--- src/rtl/alu_divider.sv ---
// alu_divider: sequential restoring divider, 32-bit dividend / 16-bit divisor.
// Produces one quotient bit per clock over 16 iterations. B==0 and quotients
// that cannot fit 16 bits are flagged immediately, without running the core.
// Optional feature macro: ALU_DIV_SIGNED_EN (two's complement operands when sgn=1).
module alu_divider (
  input  logic        clk,
  input  logic        rst,
  input  logic        start,
  input  logic        sgn,
  input  logic [31:0] A,
  input  logic [15:0] B,
  output logic [15:0] Q,
  output logic [15:0] R,
  output logic        busy,
  output logic        done,
  output logic        dz,
  output logic        ovf
);

  typedef enum logic [1:0] {IDLE, RUN, DONE} state_t;

  state_t      state;
  logic [3:0]  cnt;
  logic [15:0] rem;
  logic [15:0] dvd;
  logic [15:0] dsr;
  logic [31:0] mag_a;
  logic [15:0] mag_b;
  logic        accept;
  logic        err_dz;
  logic        err_ovf;
  logic [16:0] trial;
  logic        qbit;
  logic [15:0] rem_nx;
  logic [15:0] dvd_nx;
  logic [32:0] fin;

`ifdef ALU_DIV_SIGNED_EN
  logic [15:0] a_lo;
  logic        sgn_op;
  logic        neg_q;
  logic        neg_r;

  function automatic logic [31:0] mag32(input logic signed [31:0] v);
    return v[31] ? -v : v;
  endfunction

  function automatic logic [15:0] mag16(input logic signed [15:0] v);
    return v[15] ? -v : v;
  endfunction

  // Apply signs to the unsigned core result; out-of-range signed quotients
  // saturate to the same error pattern as the early overflow path.
  function automatic logic [32:0] sign_fix(input logic sop, input logic nq, input logic nr,
                                           input logic [15:0] q_mag, input logic [15:0] r_mag,
                                           input logic [15:0] alo);
    logic               o;
    logic signed [15:0] q_s;
    logic signed [15:0] r_s;
    o   = sop && (nq ? (q_mag > 16'd32768) : (q_mag > 16'd32767));
    q_s = nq ? -$signed(q_mag) : $signed(q_mag);
    r_s = nr ? -$signed(r_mag) : $signed(r_mag);
    if (o) return {1'b1, 16'hFFFF, alo};
    return {1'b0, q_s, r_s};
  endfunction

  assign mag_a = sgn ? mag32(A) : A;
  assign mag_b = sgn ? mag16(B) : B;
  assign fin   = sign_fix(sgn_op, neg_q, neg_r, dvd_nx, rem_nx, a_lo);
`else
  logic sgn_unused;

  assign sgn_unused = sgn;
  assign mag_a      = A;
  assign mag_b      = B;
  assign fin        = {1'b0, dvd_nx, rem_nx};
`endif

  assign accept  = (state == IDLE) && start;
  assign err_dz  = (mag_b == 16'd0);
  assign err_ovf = !err_dz && (mag_a[31:16] >= mag_b);

  // One restoring step: 17-bit trial subtract, bit 16 set means negative.
  assign trial  = {rem, dvd[15]} - {1'b0, dsr};
  assign qbit   = ~trial[16];
  assign rem_nx = qbit ? trial[15:0] : {rem[14:0], dvd[15]};
  assign dvd_nx = {dvd[14:0], qbit};

  // Datapath: load magnitudes on accept, iterate while running.
  always_ff @(posedge clk) begin
    if (accept) begin
      rem <= mag_a[31:16];
      dvd <= mag_a[15:0];
      dsr <= mag_b;
`ifdef ALU_DIV_SIGNED_EN
      a_lo   <= A[15:0];
      sgn_op <= sgn;
      neg_q  <= sgn & (A[31] ^ B[15]);
      neg_r  <= sgn & A[31];
`endif
    end else if (state == RUN) begin
      rem <= rem_nx;
      dvd <= dvd_nx;
    end
  end

  // Control FSM with registered results and flags.
  always_ff @(posedge clk) begin
    if (rst) begin
      state <= IDLE;
      cnt   <= 4'd0;
      Q     <= 16'h0000;
      R     <= 16'h0000;
      busy  <= 1'b0;
      done  <= 1'b0;
      dz    <= 1'b0;
      ovf   <= 1'b0;
    end else begin
      case (state)
        IDLE: begin
          done <= 1'b0;
          if (start) begin
            cnt <= 4'd0;
            if (err_dz || err_ovf) begin
              dz    <= err_dz;
              ovf   <= err_ovf;
              Q     <= 16'hFFFF;
              R     <= A[15:0];
              done  <= 1'b1;
              state <= DONE;
            end else begin
              busy  <= 1'b1;
              state <= RUN;
            end
          end
        end
        RUN: begin
          cnt <= cnt + 4'd1;
          if (cnt == 4'd15) begin
            ovf   <= fin[32];
            dz    <= 1'b0;
            Q     <= fin[31:16];
            R     <= fin[15:0];
            busy  <= 1'b0;
            done  <= 1'b1;
            state <= DONE;
          end
        end
        DONE: begin
          done  <= 1'b0;
          state <= IDLE;
        end
        default: state <= IDLE;
      endcase
    end
  end

endmodule

--- config.mk ---
export PLATFORM = sky130hd
export DESIGN_NAME = alu_divider
export DESIGN_NICKNAME = d
export VERILOG_FILES = /design/src/rtl/alu_divider.sv
export SDC_FILE = /design/constraint.sdc
export NUM_CORES = 1
export LEC_CHECK = 0
export ABC_AREA = 1
export ABC_CLOCK_PERIOD_IN_PS = 3800
export CAP_MARGIN = 10
export CORE_MARGIN = 1
export CORE_UTILIZATION = 59
export DETAILED_ROUTE_END_ITERATION = 16
export PLACE_DENSITY = 0.86
export SETUP_SLACK_MARGIN = 0.1
export SLEW_MARGIN = 20
export SYNTH_ARGS = -nofsm -noshare
export SYNTH_HDL_FRONTEND = slang
export SYNTH_SLANG_ARGS = --single-unit
--- constraint.sdc ---
create_clock -name clk -period 3.8 [get_ports clk]
set_input_delay 0.38 -clock clk [delete_from_list [all_inputs] [get_ports clk]]
set_output_delay 0.38 -clock clk [all_outputs]
set_load 0.03 [all_outputs]
==> results.sh, run 1 <==
export IMPL_ys_seq_area_share_pct=40.19
export IMPL_grt_util_all_layers_pct=30.34
export IMPL_max_slew_margin_rel_pct=28.66
export IMPL_rsz0062_at_grt="false"
export IMPL_whs_ns=0.4940
export IMPL_clock_fmax_mhz=340.2
export IMPL_yosys_area_share_simple_pct=31.39
export IMPL_fin_tns_setup_ns=0
export IMPL_skew_ns=0.01615
export IMPL_syn_avg_cell_area_um2=6.977
export IMPL_synth_mux_area_share_pct=0
export IMPL_rows=35
export IMPL_r2r_start="state[0]$_SDFFE_PP0P_"
export IMPL_cp_top_family="simple AND/OR/NAND/NOR gates"
export IMPL_run_status="finished, final reports clean"
export IMPL_cts_sinks=90
export IMPL_endpoint="Q[8]$_SDFFE_PP0P_"
export IMPL_hold_viol_final=0
export IMPL_yosys_area_share_adder_pct=8.284
export IMPL_grtUsageMet1_pct=40.03
export IMPL_detail_route_antenna_nets=0
export IMPL_min_period_ns=2.940
export IMPL_antenna_found_initial=0
export IMPL_critPathCaptureType="flip-flop"
export IMPL_p_leak_nw=3.305
export IMPL_yosysMostFrequentCell="nand2_1"
export IMPL_clkSlewWorstSetupHoldPaths_ns=0.11
export IMPL_cp_cell_sequence="clkdlybuf4s50_1 > inv_1 > ha_1 > nand2_1 > inv_1 > o21bai_1 > a21oi_1 > nor2_2 > nand4_4 > nand2_2 > inv_2 > nor2_1 > nor2_1"
export IMPL_finalMaxSlewViolations=0
export IMPL_critPathLaunch="B[9]"
export IMPL_overflow=0
export IMPL_hold_start="Q[15]$_SDFFE_PP0P_"
export IMPL_synth_top_area_cell="edfxtp_1"
export IMPL_cts_made_buffers=9
export IMPL_pre_cts_ws_ns=0.5032
export IMPL_worst_r2r_cell_count=8
export IMPL_cts_root_buffer="clkbuf_8"
export IMPL_synthCells=814
export IMPL_arrival_ns=3.20
export IMPL_vias_per_cell=5.203
export IMPL_ys_warn_count=0
export IMPL_die_h_um=100.1
export IMPL_tritoncts="yes"
export IMPL_grt_pass1_wl_um=23880
export IMPL_htreeDepth=3
export IMPL_dp_hpwl_um=11060
export IMPL_vias=5323
export IMPL_min_period_over_period_pct=77.36
export IMPL_area_delta_synth_final_pct=19.87
export IMPL_synthTopCellsByCount="259 x nand2_1, 133 x inv_1, 103 x nor2_1"
export IMPL_first_global_vias=5162
export IMPL_ys_seq_elements=90
export IMPL_drive_above_1_share_pct=4.698
export IMPL_ios=88
export IMPL_ys_types=34
export IMPL_dr_pass1_iters=6
export IMPL_grt_max_degree=52
export IMPL_finalSetupViolations=0
export IMPL_core_um2=9284
export IMPL_vdd_drop_max_mv=0.5037
export IMPL_clockBufferDepth=2
export IMPL_syn_num_nets=903
export IMPL_wl_um=14660
export IMPL_die_w_um=100.1
export IMPL_final_nets=978
export IMPL_tightest_slew_ns=1.069
export IMPL_drc=0
export IMPL_holdBufCountCts=0
export IMPL_critPathKind="primary input to flip-flop"
export IMPL_final_core_util_pct=73.33
export IMPL_hold_class="flip-flop to flip-flop"
export IMPL_syn_cell_area_um2=5679
export IMPL_met2_usage_pct=51.25
export IMPL_placed_area_um2=6608
export IMPL_timing_rr_end="Q[8]$_SDFFE_PP0P_"
export IMPL_crit_slowest_cell="nand2_2"
export IMPL_critical_path_max_fanout=34
export IMPL_slowest_delay_ns=0.58
export IMPL_top_usage_layer="met2"
export IMPL_synth_edf_count=48
export IMPL_cts_resized=0
export IMPL_final_setup_worst_slack_ns=0.8604
export IMPL_routedWlPerCell_um=14.33
export IMPL_postLayoutCellArea_um2=6808
export IMPL_synthFlopType="edfxtp_1"
export IMPL_power_density_nw_per_um2=924.7
export IMPL_cp_depth=13
export IMPL_grt_use_met3_pct=4.387
export IMPL_gp_congestion=0.8972
export IMPL_ys_async_sr_fraction_pct=0
export IMPL_synth_top_area_share_pct=25.38
export IMPL_synthXorXnorAreaFrac_pct=1.080
export IMPL_cp_required_ns=4.06
export IMPL_initial_core_util_pct=61.17
export IMPL_worstSetupStartpointType="primary input"
export IMPL_crit_buf_inv=4
export IMPL_post_cts_buffers=0
export IMPL_synthTopCellsByArea="edfxtp_1 25%, nand2_1 17%, dfxtp_1 15%"
export IMPL_drv_cap=0
export IMPL_drt_iter0_markers=364
export IMPL_n_fill_cell=776
export IMPL_reg2reg_setup_slack_ns=0.97
export IMPL_synth_compound_area_share_pct=7.755
export IMPL_synth_top_family_by_area="simple AND/OR/NAND/NOR gates"
export IMPL_die_area_um2=10020
export IMPL_io_buffers=86
export IMPL_insertion_delay_ns=0.37
export IMPL_antenna_cells=0
==> where the power goes <==
| part | leakage (nW) | internal [W] | switching, W |
|---|---|---|---|
| logic | 2.39 | 0.00129 | 0.00255 |
| registers | 0.809 | 0.00158 | 0.000197 |
| clock network | 0.103 | 0.000265 | 0.000410 |
==> layout make-up <==
| cell class | count | area (um^2) | area share (%) |
|---|---|---|---|
| clock inverters | 7 | 76.32 | 1.121 |
| clock buffers | 9 | 123.9 | 1.820 |
| multi-input cells | 560 | 2755 | 40.47 |
| well taps | 129 | 161.4 | 2.371 |
| flip-flops and latches | 90 | 2282 | 33.52 |
| inverters | 138 | 518.0 | 7.609 |
| repair buffers | 90 | 890.9 | 13.09 |
==> through the flow <==
step,cells,power [W]
2_1_floorplan,814,0.004521
3_3_place_gp,1007,0.005460
3_5_place_dp,1007,0.005577
4_1_cts,1023,0.006271
5_1_grt,1023,0.006803
6_report,1023,0.006295
==> flip-flops by register name, indices dropped and copies added, names as in the netlist <==
name,cells
Q,16
R,16
dsr,16
dvd,16
rem,16
cnt,4
state,2
busy,1
done,1
dz,1
ovf,1
==> routing by layer <==
| layer | share of wire [%] | wire length (um) | vias to the layer above |
|---|---|---|---|
| li1 | - | - | 2681 |
| met2 | 47 | 6837 | 204 |
| met4 | 2.2 | 327 | 0 |
| met3 | 7.1 | 1034 | 34 |
| met5 | 0 | 0 | - |
| met1 | 44 | 6462 | 2404 |
==> cells by family after synthesis <==
family	Yosys count
flops	90
fa+ha+maj	37
buf+inv	164
xor+xnor	7
compound gates	84
simple gates	432
==> cell usage in the layout, fill, tap and decap left out, drive strengths merged <==
master	n
a211oi	2
a21oi	22
a221oi	1
a31oi	2
and2	3
buf	4
clkbuf	9
clkdlybuf4s50	86
clkinv	2
dfxtp	42
edfxtp	48
fa	1
ha	36
inv	143
nand2	268
nand3	40
nand3b	3
nand4	9
nor2	106
nor3	2
o21a	1
o21ai	55
o21bai	1
or2	1
xnor2	6
xor2	1
==> worst min path at each step <==
stage	to	depth (start not counted)	slack (ns)
2_1_floorplan	cnt[1]$_SDFFE_PP0P_	1	0.45
3_3_place_gp	dz$_SDFFE_PP0P_	2	0.46
3_5_place_dp	Q[15]$_SDFFE_PP0P_	2	0.47
4_1_cts	cnt[3]$_SDFFE_PP0P_	2	0.50
5_1_grt	cnt[3]$_SDFFE_PP0P_	2	0.52
6_report	Q[15]$_SDFFE_PP0P_	2	0.49
==> worst min-delay path, cell delays in order, from the launching register on <==
cell and delay [ns]:
dfxtp_1 0.34, nor2_1 0.05, nor2_1 0.08
Note: power is estimated with default switching activity, not from simulation.
==> inputs of run 2 (changes only) <==
--- a/config.mk
+++ b/config.mk
@@ -6,12 +6,12 @@
 export NUM_CORES = 1
 export LEC_CHECK = 0
 export ABC_AREA = 1
-export ABC_CLOCK_PERIOD_IN_PS = 3800
+export ABC_CLOCK_PERIOD_IN_PS = 2440
 export CAP_MARGIN = 10
 export CORE_MARGIN = 1
-export CORE_UTILIZATION = 59
+export CORE_UTILIZATION = 49
 export DETAILED_ROUTE_END_ITERATION = 16
-export PLACE_DENSITY = 0.86
+export PLACE_DENSITY = 0.77
 export SETUP_SLACK_MARGIN = 0.1
 export SLEW_MARGIN = 20
 export SYNTH_ARGS = -nofsm -noshare
==> constraint.sdc (replaced) <==
create_clock -name clk -period 2.44 [get_ports clk]
set_input_delay 0.244 -clock clk [delete_from_list [all_inputs] [get_ports clk]]
set_output_delay 0.244 -clock clk [all_outputs]
set_load 0.03 [all_outputs]
==> results.sh, run 2 (synthesis gave the netlist of run 1 again) <==
export IMPL_first_global_vias=4942
export IMPL_die_w_um=109.7
export IMPL_grt_pass1_wl_um=23130
export IMPL_mostFrequentLayoutCells="251 x nand2_1, 131 x inv_1, 98 x nor2_1"
export IMPL_clock_fmax_mhz=425.0
export IMPL_final_common_cell="nand2_1"
export IMPL_postLayoutCellArea_um2=7460
export IMPL_drc=0
export IMPL_die_h_um=109.7
export IMPL_htreeDepth=3
export IMPL_min_period_ns=2.353
export IMPL_power_frac_comb_pct=62.4
export IMPL_placed_area_um2=6907
export IMPL_min_period_over_period_pct=96.43
export IMPL_cts_sinks=90
export IMPL_critical_path_max_fanout=5
export IMPL_rsz0062_at_grt="true"
export IMPL_antenna_found_initial=0
export IMPL_critPathCaptureType="flip-flop"
export IMPL_area_delta_synth_final_pct=31.35
export IMPL_vias=5441
export IMPL_rows=38
export IMPL_wl_um=15360
export IMPL_dr_pass1_iters=5
export IMPL_final_nets=1011
export IMPL_clkPwrFrac_pct=12.1
export IMPL_p_leak_nw=3.571
export IMPL_tritoncts="yes"
export IMPL_cp_required_ns=2.68
export IMPL_tightest_slew_ns=0.4432
export IMPL_insertion_delay_ns=0.35
export IMPL_dp_hpwl_um=10840
export IMPL_drv_cap=0
export IMPL_grt_max_degree=82
export IMPL_vias_per_cell=5.099
export IMPL_overflow=0
export IMPL_gp_congestion=0.8891
export IMPL_critPathKind="flip-flop to flip-flop"
export IMPL_critPathLaunch="rem[14]$_DFFE_PP_"
export IMPL_arrival_ns=2.59
export IMPL_worst_r2r_cell_count=13
export IMPL_p_total_w=0.01114
export IMPL_drive_above_1_share_pct=10.57
export IMPL_whs_ns=0.4799
export IMPL_grt_util_all_layers_pct=25.46
export IMPL_finalMaxSlewViolations=0
export IMPL_reg2reg_setup_slack_ns=0.09
export IMPL_finalSetupViolations=0
export IMPL_endpoint="R[2]$_SDFFE_PP0P_"
export IMPL_power_internal_w=0.005821
export IMPL_p_switching_w=0.005323
export IMPL_initial_core_util_pct=51.26
export IMPL_r2r_start="rem[14]$_DFFE_PP_"
export IMPL_worstSetupStartpointType="flip-flop"
export IMPL_ios=88
export IMPL_hold_class="primary input to flip-flop"
export IMPL_clkSlewWorstSetupHoldPaths_ns=0.07
export IMPL_cts_made_buffers=9
export IMPL_skew_ns=0.009603
export IMPL_detail_route_antenna_nets=0
export IMPL_timing_rr_end="R[2]$_SDFFE_PP0P_"
export IMPL_core_um2=11080
export IMPL_p_sw_share_pct=47.76
export IMPL_cts_root_buffer="clkbuf_16"
export IMPL_antenna_cells=0
export IMPL_hold_viol_final=0
export IMPL_routedWlPerCell_um=14.40
export IMPL_vdd_drop_max_mv=0.9036
export IMPL_die_area_um2=12020
export IMPL_fin_tns_setup_ns=0
export IMPL_power_density_nw_per_um2=1494
export IMPL_run_status="finished, final reports clean"
export IMPL_drt_iter0_markers=412
export IMPL_sequentialPowerShare_pct=25.4
export IMPL_max_slew_margin_rel_pct=70.42
export IMPL_io_buffers=86
export IMPL_clockBufferDepth=2
==> run 2: cell count changes in the layout (fill, tap and decap cells not counted), moves of 5 or more <==
cell,previous run,this run
clkbuf_16,0,10
nand2_1,259,251
nor2_1,103,98
ha_4,0,7
buf_12,0,6
ha_1,36,29
buf_4,4,28
clkbuf_8,9,0
==> run 2: critical path, stage by stage (launching register included) <==
cell,delay [ns]
edfxtp_1,0.40
ha_1,0.37
nand2_1,0.16
inv_1,0.07
nand2_1,0.06
nand2_1,0.09
a21oi_4,0.25
nand3_4,0.22
nand2_8,0.15
nand2_1,0.07
nand2_2,0.08
nor2_1,0.04
nor2_1,0.21
nor2_1,0.06
==> run 2: final cells by class <==
| type | count | area [um^2] |
|---|---|---|
| Sequential cell | 90 | 2282 |
| Clock buffer | 11 | 254.0 |
| Timing Repair Buffer | 120 | 1191 |
| Fill cell | 905 | 3618 |
| Clock inverter | 5 | 32.53 |
| Inverter | 138 | 520.5 |
| Multi-Input combinational cell | 563 | 3004 |
| Tap cell | 140 | 175.2 |
==> run 2: power groups by stage <==
stage | Combinational (W) | Clock (W) | Sequential [W]
finish | 0.00696 | 0.00135 | 0.00284
detailed placement | 0.00613 | 0 | 0.00281
floorplan | 0.00380 | 0 | 0.00324
global placement | 0.00604 | 0 | 0.00279
global route | 0.00766 | 0.00142 | 0.00289
CTS | 0.00628 | 0.00137 | 0.00278
==> run 2: worst min-delay path by stage <==
stage,startpoint,end,slack (ns),depth (start not counted)
after floorplan,rst,cnt[1]$_SDFFE_PP0P_,0.31,1
after global placement,dz$_SDFFE_PP0P_,dz$_SDFFE_PP0P_,0.45,2
after detailed placement,Q[9]$_SDFFE_PP0P_,Q[9]$_SDFFE_PP0P_,0.47,2
after CTS,B[8],dsr[8]$_DFFE_PP_,0.48,1
after global routing,B[15],dsr[15]$_DFFE_PP_,0.49,1
final,B[8],dsr[8]$_DFFE_PP_,0.48,1
==> run 2: metrics by stage <==
step,worst slack [ns],utilization [%],instances
2_1_floorplan,0.1464,-,814
3_3_place_gp,-0.03806,62.34,1046
3_5_place_dp,-0.08461,62.34,1046
4_1_cts,0.08867,65.16,1063
5_1_grt,0.01786,67.34,1067
6_report,0.08703,67.34,1067
==> run 2: what timing repair did <==
item                       CTS  global route
resized for setup            2            38
gates cloned                 0             3
setup endpoints to repair   12            33
pin swaps                    1            16
buffers inserted             1             1
hold buffers                 0             0
==> run 2: metal layers <==
layer / part of all wire, % / GRT usage [%] / vias up
met5: 0 / 0 / -
met4: 3.5 / 10.76 / 0
met3: 6.1 / 2.845 / 50
met2: 46 / 40.52 / 220
met1: 45 / 35.10 / 2406
li1: - / - / 2765
